==> src/rtl/sap2_out_port.sv <==
// rtl/sap2_out_port.sv - SAP-2 OUT port capture FIFO with four-phase pin handshake
//
// Captures bytes written by the controller to port 3/4 into a DEPTH-entry FIFO
// and presents them one at a time to an external host on chip pins.
//
// Ports:
//   CLK, RST          clock, asynchronous active-high reset
//   out_we            one-cycle write strobe from the controller
//   out_data, out_sel byte to emit and its port tag (0 = port 3, 1 = port 4)
//   clr_ovf           synchronous clear of the sticky overflow flag
//   fifo_full/empty   FIFO occupancy flags, combinational from count
//   overflow          sticky flag, a write was dropped while full
//   pin_data/port     byte and port tag presented to the host
//   pin_valid         handshake request to the host
//   pin_ack           host acknowledge, asynchronous to CLK
module sap2_out_port #(
    parameter int DEPTH       = 4,
    parameter int SYNC_STAGES = 2
) (
    input  logic       CLK,
    input  logic       RST,
    input  logic       out_we,
    input  logic [7:0] out_data,
    input  logic       out_sel,
    input  logic       clr_ovf,
    output logic       fifo_full,
    output logic       fifo_empty,
    output logic       overflow,
    output logic [7:0] pin_data,
    output logic       pin_port,
    output logic       pin_valid,
    input  logic       pin_ack
);
    localparam int AW = $clog2(DEPTH);

    typedef enum logic [1:0] {
        IDLE     = 2'd0,
        PRESENT  = 2'd1,
        WAIT_LOW = 2'd2
    } state_t;

    state_t state, state_n;

    logic [8:0]             mem [DEPTH];
    logic [AW-1:0]          wr_ptr;
    logic [AW-1:0]          rd_ptr;
    logic [AW:0]            count;
    logic [SYNC_STAGES-1:0] ack_sync;
    logic                   ack_s;
    logic                   push;
    logic                   pop;
    logic [7:0]             data_n;
    logic                   port_n;
    logic                   valid_n;

    assign ack_s      = ack_sync[SYNC_STAGES-1];
    assign fifo_full  = (count == (AW+1)'(DEPTH));
    assign fifo_empty = (count == '0);
    // A full FIFO still accepts a write on the cycle the head is popped.
    assign push       = out_we && (!fifo_full || pop);

    always_ff @(posedge CLK or posedge RST) begin
        if (RST) begin
            ack_sync <= '0;
        end else begin
            ack_sync <= {ack_sync[SYNC_STAGES-2:0], pin_ack};
        end
    end

    // Storage has no reset; only count and pointers define its contents.
    always_ff @(posedge CLK) begin
        if (push) begin
            mem[wr_ptr] <= {out_sel, out_data};
        end
    end

    always_ff @(posedge CLK or posedge RST) begin
        if (RST) begin
            wr_ptr   <= '0;
            rd_ptr   <= '0;
            count    <= '0;
            overflow <= 1'b0;
        end else begin
            if (push) begin
                wr_ptr <= wr_ptr + AW'(1);
            end
            if (pop) begin
                rd_ptr <= rd_ptr + AW'(1);
            end
            case ({push, pop})
                2'b10:   count <= count + (AW+1)'(1);
                2'b01:   count <= count - (AW+1)'(1);
                default: count <= count;
            endcase
            // A dropped write outranks a same-edge clear.
            if (out_we && !push) begin
                overflow <= 1'b1;
            end else if (clr_ovf) begin
                overflow <= 1'b0;
            end
        end
    end

    always_ff @(posedge CLK or posedge RST) begin
        if (RST) begin
            state     <= IDLE;
            pin_data  <= '0;
            pin_port  <= 1'b0;
            pin_valid <= 1'b0;
        end else begin
            state     <= state_n;
            pin_data  <= data_n;
            pin_port  <= port_n;
            pin_valid <= valid_n;
        end
    end

    // The head is only popped after the host has released ack, so a stuck-high
    // ack can never launch a second transfer.
    always_comb begin
        state_n = state;
        data_n  = pin_data;
        port_n  = pin_port;
        valid_n = pin_valid;
        pop     = 1'b0;
        case (state)
            IDLE: begin
                if (!fifo_empty) begin
                    {port_n, data_n} = mem[rd_ptr];
                    valid_n          = 1'b1;
                    state_n          = PRESENT;
                end
            end
            PRESENT: begin
                if (ack_s) begin
                    valid_n = 1'b0;
                    state_n = WAIT_LOW;
                end
            end
            WAIT_LOW: begin
                if (!ack_s) begin
                    pop     = 1'b1;
                    state_n = IDLE;
                end
            end
            default: begin
                state_n = IDLE;
            end
        endcase
    end
endmodule

==> config.mk <==
export PLATFORM = sky130hd
export DESIGN_NAME = sap2_out_port
export DESIGN_NICKNAME = d
export VERILOG_FILES = /design/src/rtl/sap2_out_port.sv
export SDC_FILE = /design/constraint.sdc
export NUM_CORES = 1
export LEC_CHECK = 0
export ABC_AREA = 1
export BUFFER_PORTS_ARGS = -buffer_cell sky130_fd_sc_hd__buf_4
export CORE_ASPECT_RATIO = 1.1
export CORE_UTILIZATION = 30
export CTS_CLUSTER_SIZE = 16
export DETAILED_ROUTE_END_ITERATION = 10
export PLACE_DENSITY = 0.56
export SLEW_MARGIN = 20
export SYNTH_ARGS = -nofsm -noshare
export SYNTH_HDL_FRONTEND = slang
export SYNTH_SLANG_ARGS = --single-unit
==> constraint.sdc <==
create_clock -name CLK -period 1.5 [get_ports CLK]
set_input_delay 0.075 -clock CLK [delete_from_list [all_inputs] [get_ports CLK]]
set_output_delay 0.075 -clock CLK [all_outputs]
set_load 0.05 [all_outputs]
# Word level (Yosys, flattened, before mapping)
# Memory sizes are Yosys's and may differ from the RTL's. A register that Yosys moved wholly into a read port is not among the register bits.
# Index checks and enable logic that the tools add are counted.
# totals
ff_bits,13
latch_bits,0
ram_bits,36
rom_bits,0
inputBits,14
out_inout_bits,13
n_memories,1
# memory_table
name,depth,word_bits,rd,rd_clocked_by_memory_dff,write_ports,line_no,source
mem,4,9,1,1,1,44,logic [8:0] mem [DEPTH];
# op_classes
n_addsub,4
mul,0
n_div,0
n_lt_le_gt_ge,0
eq_ne,8
shift,0
mux,14
bitwise_logic,1
reduce_logical,13
# ops
operator,n
1-bit 2-to-1 mux,8
2-bit 2-to-1 mux,3
"2-bit inequality test, second input constant",3
2-bit one-hot mux with 3 select lines,1
3-bit one-hot mux with 2 select lines,1
3-bit AND reduction,2
2-bit nonzero test,3
"2-bit by 1-bit adder with 2-bit output, second input constant",2
"2-bit by 1-bit == test with 1-bit output, second input constant",2
"2-bit == test, second input constant",2
"3-bit by 1-bit adder with 3-bit output, second input constant",1
"3-bit == test, second input constant",1
3-bit zero test,1
"3-bit by 1-bit subtractor with 3-bit output, second input constant",1
1-bit logical AND,2
1-bit zero test,2
2-bit zero test,1
1-bit one-hot mux with 2 select lines,1
2-bit AND reduction,1
1-bit logical OR,1
1-bit NOT,1

# Longest topological paths before layout
# Gate-level depths: netlist of the first run.
# logic_depth
depth_word,7
ltp_mapped,8
mapped_depth_nobuf,8

# Worst setup path before layout of the first run
# OpenSTA, ideal clock, no wires.
# synth_path
path_type,register -> register
start,register count[0]
end,memory mem[0][0] (enable)
setup_time_ps,374
t_arrival_ps,1235
required_ps,1126
path_slack_ps,-109
stages_incl_launch_ff,7
period_less_slack_ps,1609
cell_sequence,dfrtp_1 -> nor2_2 -> nand2_1 -> inv_2 -> nand2_2 -> nand2_4 -> nor2_1
# synth_between
elab_chain_len,6
# synth_lines
element,line_no,source
start: declaration,47,logic [AW:0] count;
start signal: assignment,91,2'b10: count <= count + (AW+1)'(1);
start signal: assignment,92,2'b01: count <= count - (AW+1)'(1);
start signal: assignment,93,default: count <= count;
3-bit == test,57,assign fifo_full = (count == (AW+1)'(DEPTH));
net fifo_full,26,"output logic fifo_full,"
1-bit zero test,60,assign push = out_we && (!fifo_full || pop);
1-bit logical OR,60,
1-bit logical AND,60,
1-bit 2-to-1 mux,72,if (push) begin
1-bit 2-to-1 mux (not written as such),73,"mem[wr_ptr] <= {out_sel, out_data};"
end: declaration,44,
# The timed path passes the listed nets, and every way through them passes these cells.

# Worst setup path in the final report of the first run
# layout_path
start,register ack_sync[1]
end,register count[2]
# layout_between
elab_chain_len,6
# layout_lines
element,line_no,source
start: declaration,48,logic [SYNC_STAGES-1:0] ack_sync;
start signal: assignment,66,"ack_sync <= {ack_sync[SYNC_STAGES-2:0], pin_ack};"
1-bit 2-to-1 mux *,141,if (!ack_s) begin
1-bit 2-to-1 mux *,126,case (state)
1-bit logical OR,60,
1-bit logical AND,60,
2-bit by 1-bit == test with 1-bit output or 2-bit == test (tied branches),90,"case ({push, pop})"
3-bit one-hot mux with 2 select lines or 2-bit nonzero test (tied branches),-,
# Mark *: on every way between the ends. The rest lies on a longest branch, timed or not.
# A chain may end at the register's enable or synchronous reset.

==> results.cfg, run 1 <==
[status]
outcome = complete, no violations

[yosys]
yosysWarningCount = 0
netlist-cell-type-count = 23
synth.yosys.seq_area_share_pct = 68.9
post_synth_instance_area_mm2 = 0.00237
synthCells = 201
post_synth.cell_area_avg_um2 = 11.8
yosys_register_bits = 58
net_count_of_the_mapped_netlist = 220

[worst_setup_path]
worstPathRequired_ns = 1.77
crit_reg_reg_startpoint = ack_sync[1]$_DFF_PP0_
arrival_ns = 1.68
timing.critical_path.from_type = register
reg2regPathDepth = 8
crit-reg2reg-capture = count[2]$_DFFE_PP0P_
critical_path.endpoint_type = register
timing.reg2reg.setup_slack_ns = 0.09
setup.worst_path.class = register to register
crit_fanout = 4

[sta]
drv_slew = 0
tns_ns = 0
finalSetupViolCount = 0
worst-slew-pin-transition_ns = 0.322
max_freq_mhz = 710
rsz0062_at_grt = false
timing.final.crit_period_ns = 1.41
final_report_hold_violation_count = 0
tcrit_tclk_final_pct = 93.9
slew-limit-headroom_pct = 78.5
fin_skew_ns = 0.00415

[die]
core_region_area_mm2 = 0.00756
initial_core_util_pct = 31.3
core.rowCount = 33
die_height_um = 95.2
full_die_area_mm2 = 0.00825
pin_count = 27
die-width_um = 86.7

[routing]
drt_pass1_iterations = 4
routed_wl_mm = 4.28
ant_nets = 0
drc = 0
detail_route.vias_per_cell = 4.17
drt_iter0_drc = 88
wire_per_inst_um = 11.7
routed-via-count = 1523

[pwr]
intPower_mw = 3.94
leakagePower_nw = 1.30
combPwrFrac_pct = 39.1
powerDensity_mw_per_mm2 = 2110
switching_power_mw = 2.52
p_total_mw = 6.46
ir_drop_mv = 0.545
switching_fraction_of_total_power_pct = 39.0
power_frac_clock_pct = 23.2
seqPwrFrac_pct = 37.6

[placement]
place.port_buffers = 26
globalplace.congestion = 0.684
dp.cells = 337
dp_hpwl_mm = 2.93

[run]
cap_violations = 0

[grt]
vias_in_the_first_global_route = 1453
grt_antenna_before_repair = 0
grt_first_pass_wirelength_mm = 6.93
grt_overflow = 0
groute.usage.overall_pct = 11.7
grt_start_max_net_pins = 23

[final_layout]
drive_gt1_share_pct = 25.0
non_filler_instance_count_after_layout = 365
area_growth_syn_to_layout_pct = 29.5
postLayoutCoreUtil_pct = 40.6
finalNetCount = 274
total_of_fill_cells_in_the_finished_design = 732
antennaDiodeCount = 0

[clocking]
path_clk_slew_ns = 0.06
cts.repair_timing.setup_buffer_count = 0
cts_buffer_depth = 2
cts.root.buffer_cell = clkbuf_8
cts_inserted_buffers = 9
tritoncts_num_sinks = 58
clock_tree.htree_level_count = 3
clock_insertion_delay_worst_skew_ns = 0.33
cts_tree = yes

[worst_hold_path]
whs_endpoint = wr_ptr[0]$_DFFE_PP0P_
hold_class = input port to register
worstHoldPathCells = 3
holdCritStartpoint = out_we
-- cell usage after synthesis --
master	count	area share [%]
inv_1	18	2.9
nand4_1	1	0.26
dfrtp_1	22	23
buf_4	3	0.95
edfxtp_1	36	46
nand2_1	36	5.7
ha_1	4	2.1
buf_6	2	0.95
o21ai_0	20	4.2
buf_2	1	0.21
nor2_2	1	0.26
nand2_2	2	0.53
inv_2	3	0.48
nand2_4	1	0.48
or2_2	1	0.26
nand3_4	1	0.74
xor2_1	4	1.5
nor2_1	27	4.3
nand3_1	3	0.63
a21oi_1	3	0.63
o22ai_1	10	2.6
nand4_2	1	0.53
fa_1	1	0.85
-- cells by family after synthesis --
kind of cell | Yosys count | share of synthesized area, %
compound gates | 33 | 7.51
xor+xnor | 4 | 1.48
fa+ha+maj | 5 | 2.96
simple gates | 74 | 13.7
flops | 58 | 68.9
buf+inv | 27 | 5.44
-- metrics by stage --
stage,hold WS (ns),area [um2],setup WS (ns)
3_3_place_gp,0.138,2730,0.0562
6_report,0.0872,3070,0.0913
2_1_floorplan,0.0642,2370,-0.109
4_1_cts,0.0715,3050,0.0396
3_5_place_dp,0.139,2730,0.0222
5_1_grt,0.0998,3070,0.000729
-- routing by layer --
| layer | up-vias | wire length [um] | track usage [%] |
|---|---|---|---|
| li1 | 784 | - | - |
| met1 | 701 | 2120 | 14.8 |
| met2 | 29 | 1920 | 17.3 |
| met3 | 9 | 165 | 3.03 |
| met4 | 0 | 70 | 8.75 |
| met5 | - | 0 | 0 |
-- worst max path at each step --
stage,from,endpoint,cells past startpoint
6_report,ack_sync[1]$_DFF_PP0_,count[2]$_DFFE_PP0P_,8
2_1_floorplan,count[0]$_DFFE_PP0P_,mem[0][0]$_DFFE_PP_,6
3_5_place_dp,ack_sync[1]$_DFF_PP0_,count[2]$_DFFE_PP0P_,8
3_3_place_gp,ack_sync[1]$_DFF_PP0_,count[2]$_DFFE_PP0P_,8
4_1_cts,ack_sync[1]$_DFF_PP0_,count[2]$_DFFE_PP0P_,8
5_1_grt,ack_sync[1]$_DFF_PP0_,count[2]$_DFFE_PP0P_,8
-- flip-flops by register name, indices dropped and copies added (netlist names) --
| register | cells |
|---|---|
| state | 2 |
| rd_ptr | 2 |
| overflow | 1 |
| pin_valid | 1 |
| ack_sync | 2 |
| pin_data | 8 |
| pin_port | 1 |
| wr_ptr | 2 |
| count | 3 |
| mem | 36 |
-- critical path: stages (launching register included) --
cell     delay [ns]
dfrtp_1        0.38
inv_2          0.12
nand4_4        0.11
fa_2           0.39
inv_2          0.07
nand4_1        0.09
nand3_1        0.07
nand2_1        0.06
inv_1          0.05
-- timing repair --
action                                  in CTS  in global routing
resized for setup                            2                  4
endpoints found under the setup margin       1                  1
pin swaps                                    0                  1
hold buffers                                12                  0
hold endpoints to repair                    60                  0
-- layout by cell type, fill, tap and decap left out, drive strengths merged --
cell / count
nand2: 39
ha: 4
buf: 37
clkinvlp: 1
a21oi: 3
xor2: 4
clkinv: 4
clkbuf: 9
dfrtp: 22
or2: 1
nor2: 28
fa: 1
nand3: 4
nand4: 2
dlygate4sd3: 12
o21ai: 20
inv: 21
edfxtp: 36
o22ai: 10
bufinv: 2
-- area by class of cell --
cell class	instances	area, um2	area share [%]
inverter	21	78.8	2.57
tap	105	131	4.28
multi-input combinational	116	618	20.2
timing repair buffer	49	398	13.0
clock buffer	9	124	4.04
clock inverter	7	83.8	2.73
sequential	58	1630	53.2
-- power by group through the flow --
stage	sequential (mW)	clock, mW	combinational [mW]
6_report	2.43	1.50	2.53
5_1_grt	2.49	1.60	2.81
4_1_cts	2.43	1.55	2.54
3_5_place_dp	2.46	0	2.50
3_3_place_gp	2.45	0	2.47
2_1_floorplan	2.88	0	1.38
(Power assumes the default switching activity.)
==> run 2: changes to the inputs <==
--- a/config.mk
+++ b/config.mk
@@ -11,7 +11,8 @@
 export CORE_UTILIZATION = 30
 export CTS_CLUSTER_SIZE = 16
 export DETAILED_ROUTE_END_ITERATION = 10
-export PLACE_DENSITY = 0.56
+export PLACE_DENSITY = 0.55
+export RECOVER_POWER = 25
 export SLEW_MARGIN = 20
 export SYNTH_ARGS = -nofsm -noshare
 export SYNTH_HDL_FRONTEND = slang
==> constraint.sdc (replaced) <==
create_clock -name CLK -period 1.73 [get_ports CLK]
set_input_delay 0.0865 -clock CLK [delete_from_list [all_inputs] [get_ports CLK]]
set_output_delay 0.0865 -clock CLK [all_outputs]
set_load 0.05 [all_outputs]
==> run 2 against run 1 <==
- core utilization fell by 0.20 points
- sequential cell count did not move
- count of clock-buffer cells in the layout did not move
- critical endpoint unchanged
- highest routed layer unchanged
==> results.cfg, run 2 (same netlist as run 1, synthesis figures left out) <==
[worst_setup_path]
timing.critical_path.cells = inv_1 -> nand4_2 -> fa_1 -> inv_1 -> nand4_1 -> nand3_1 -> nand2_1 -> inv_1
crit-reg2reg-capture = count[2]$_DFFE_PP0P_
worstSetupEndpoint = count[2]$_DFFE_PP0P_
timing.reg2reg.setup_slack_ns = 0.22
critical-path-top-cell-by-count = inv_1
arrival_ns = 1.80
crit_fanout = 4
reg2regPathDepth = 8
setup.worst_path.class = register to register
timing.critical_path.from_type = register
crit_slowest_cell = fa_1
critical-path-max-stage-delay_ns = 0.43
worstPathRequired_ns = 2.02
crit_reg_reg_startpoint = ack_sync[1]$_DFF_PP0_
critPathLaunch = ack_sync[1]$_DFF_PP0_
critical_path.endpoint_type = register

[final_layout]
postLayoutCoreUtil_pct = 40.4
area_growth_syn_to_layout_pct = 28.9
finalNetCount = 270
finished_cell_area_mm2 = 0.00305
layout_common_cells = nand2_1, edfxtp_1, nor2_1, buf_4, dfrtp_1
drive_gt1_share_pct = 21.9
top_registers = mem: 36 flops, pin_data: 8 flops, count: 3 flops
total_of_fill_cells_in_the_finished_design = 722
antennaDiodeCount = 0
largest_register_ff_count = 36
regMostFlops = mem

[worst_hold_path]
hold_class = input port to register

[grt]
groute.usage.overall_pct = 12.4
grt_first_pass_wirelength_mm = 7.34
grt_antenna_before_repair = 0
grt_overflow = 0
vias_in_the_first_global_route = 1536
grt_start_max_net_pins = 23

[clocking]
cts_tree = yes
path_clk_slew_ns = 0.07
cts.repair_timing.setup_buffer_count = 0
cts_buffer_depth = 2
tritoncts_num_sinks = 58
clock_insertion_delay_worst_skew_ns = 0.34
clock_tree.htree_level_count = 3
cts_inserted_buffers = 9
cts.root.buffer_cell = clkbuf_8

[sta]
drv_slew = 0
max_freq_mhz = 660
tns_ns = 0
tcrit_tclk_final_pct = 87.5
finalSetupViolCount = 0
post-route-worst-setup-slack_ns = 0.216
worst-slew-pin-transition_ns = 0.550
fin_skew_ns = 0.0104
slew-limit-headroom_pct = 63.3
final_report_hold_violation_count = 0
rsz0062_at_grt = false
timing.final.crit_period_ns = 1.51

[routing]
detail_route.vias_per_cell = 4.28
drc = 0
drt_iter0_drc = 55
wire_per_inst_um = 12.5
routed-via-count = 1545
ant_nets = 0
routed_wl_mm = 4.51
drt_pass1_iterations = 4

[pwr]
ir_drop_mv = 0.433
leakagePower_nw = 1.30
powerDensity_mw_per_mm2 = 1910

[placement]
dp_hpwl_mm = 3.00
globalplace.congestion = 0.759
detailed_place.area_mm2 = 0.00270
place.port_buffers = 26
preCtsSetupSlack_ns = 0.216

[die]
die-width_um = 86.7
initial_core_util_pct = 31.3
core.rowCount = 33
pin_count = 27
full_die_area_mm2 = 0.00825
core_region_area_mm2 = 0.00756
die_height_um = 95.2

[status]
outcome = complete, no violations

[run]
cap_violations = 0
==> run 2: stage by stage <==
| step | hold WS, ns | std cells | power, mW |
|---|---|---|---|
| 3_5_place_dp | 0.157 | 333 | 4.30 |
| 2_1_floorplan | 0.0757 | 201 | 3.70 |
| 4_1_cts | 0.0633 | 361 | 5.89 |
| 6_report | 0.0831 | 361 | 5.82 |
| 5_1_grt | 0.0892 | 361 | 6.20 |
| 3_3_place_gp | 0.150 | 333 | 4.26 |
==> run 2: worst min-delay path by stage <==
stage                     cells after the start    from                 endpoint  slack, ns
after floorplan                               1     RST    ack_sync[0]$_DFF_PP0_       0.08
after global placement                        3     RST  pin_data[7]$_DFFE_PP0P_       0.15
after detailed placement                      3     RST  pin_data[2]$_DFFE_PP0P_       0.16
after CTS                                     3  out_we     overflow$_DFFE_PP0P_       0.06
after global routing                          3  out_we     overflow$_DFFE_PP0P_       0.09
final                                         3  out_we     overflow$_DFFE_PP0P_       0.08
==> run 2: routing by layer <==
metal	global-route usage (%)	up-vias	wire, um
li1	-	773	-
met1	14.6	713	2050
met2	20.1	47	2170
met3	4.42	12	228
met4	6.25	0	65
met5	0	-	0
==> run 2: power by group <==
part / internal, mW / total [mW] / switching, mW
Combinational: 0.687 / 2.15 / 1.46
Clock: 0.971 / 1.56 / 0.584
Sequential: 1.90 / 2.12 / 0.222
Total: 3.55 / 5.82 / 2.27
==> run 2: final cells by class <==
class                      count  area [um2]  area share [%]
timing repair buffer          45         354            11.6
clock inverter                 7         125            4.10
clock buffer                   9         124            4.06
inverter                      21        78.8            2.58
tap                          105         131            4.31
multi-input combinational    116         607            19.9
sequential                    58        1630            53.5
==> run 2: worst max-delay path, delay by kind of cell (launching register included) <==
family / cells / cell delay, ns
DFF: 1 / 0.37
adders and majority gates: 1 / 0.43
and+or+nand+nor: 4 / 0.37
buffers and inverters: 3 / 0.28
==> run 2: what timing repair did <==
item | 4_1_cts | 5_1_grt
gates resized for setup | 0 | 0
setup endpoints to repair | 0 | 0
endpoints found under the hold margin | 60 | 0
hold buffers | 12 | 0
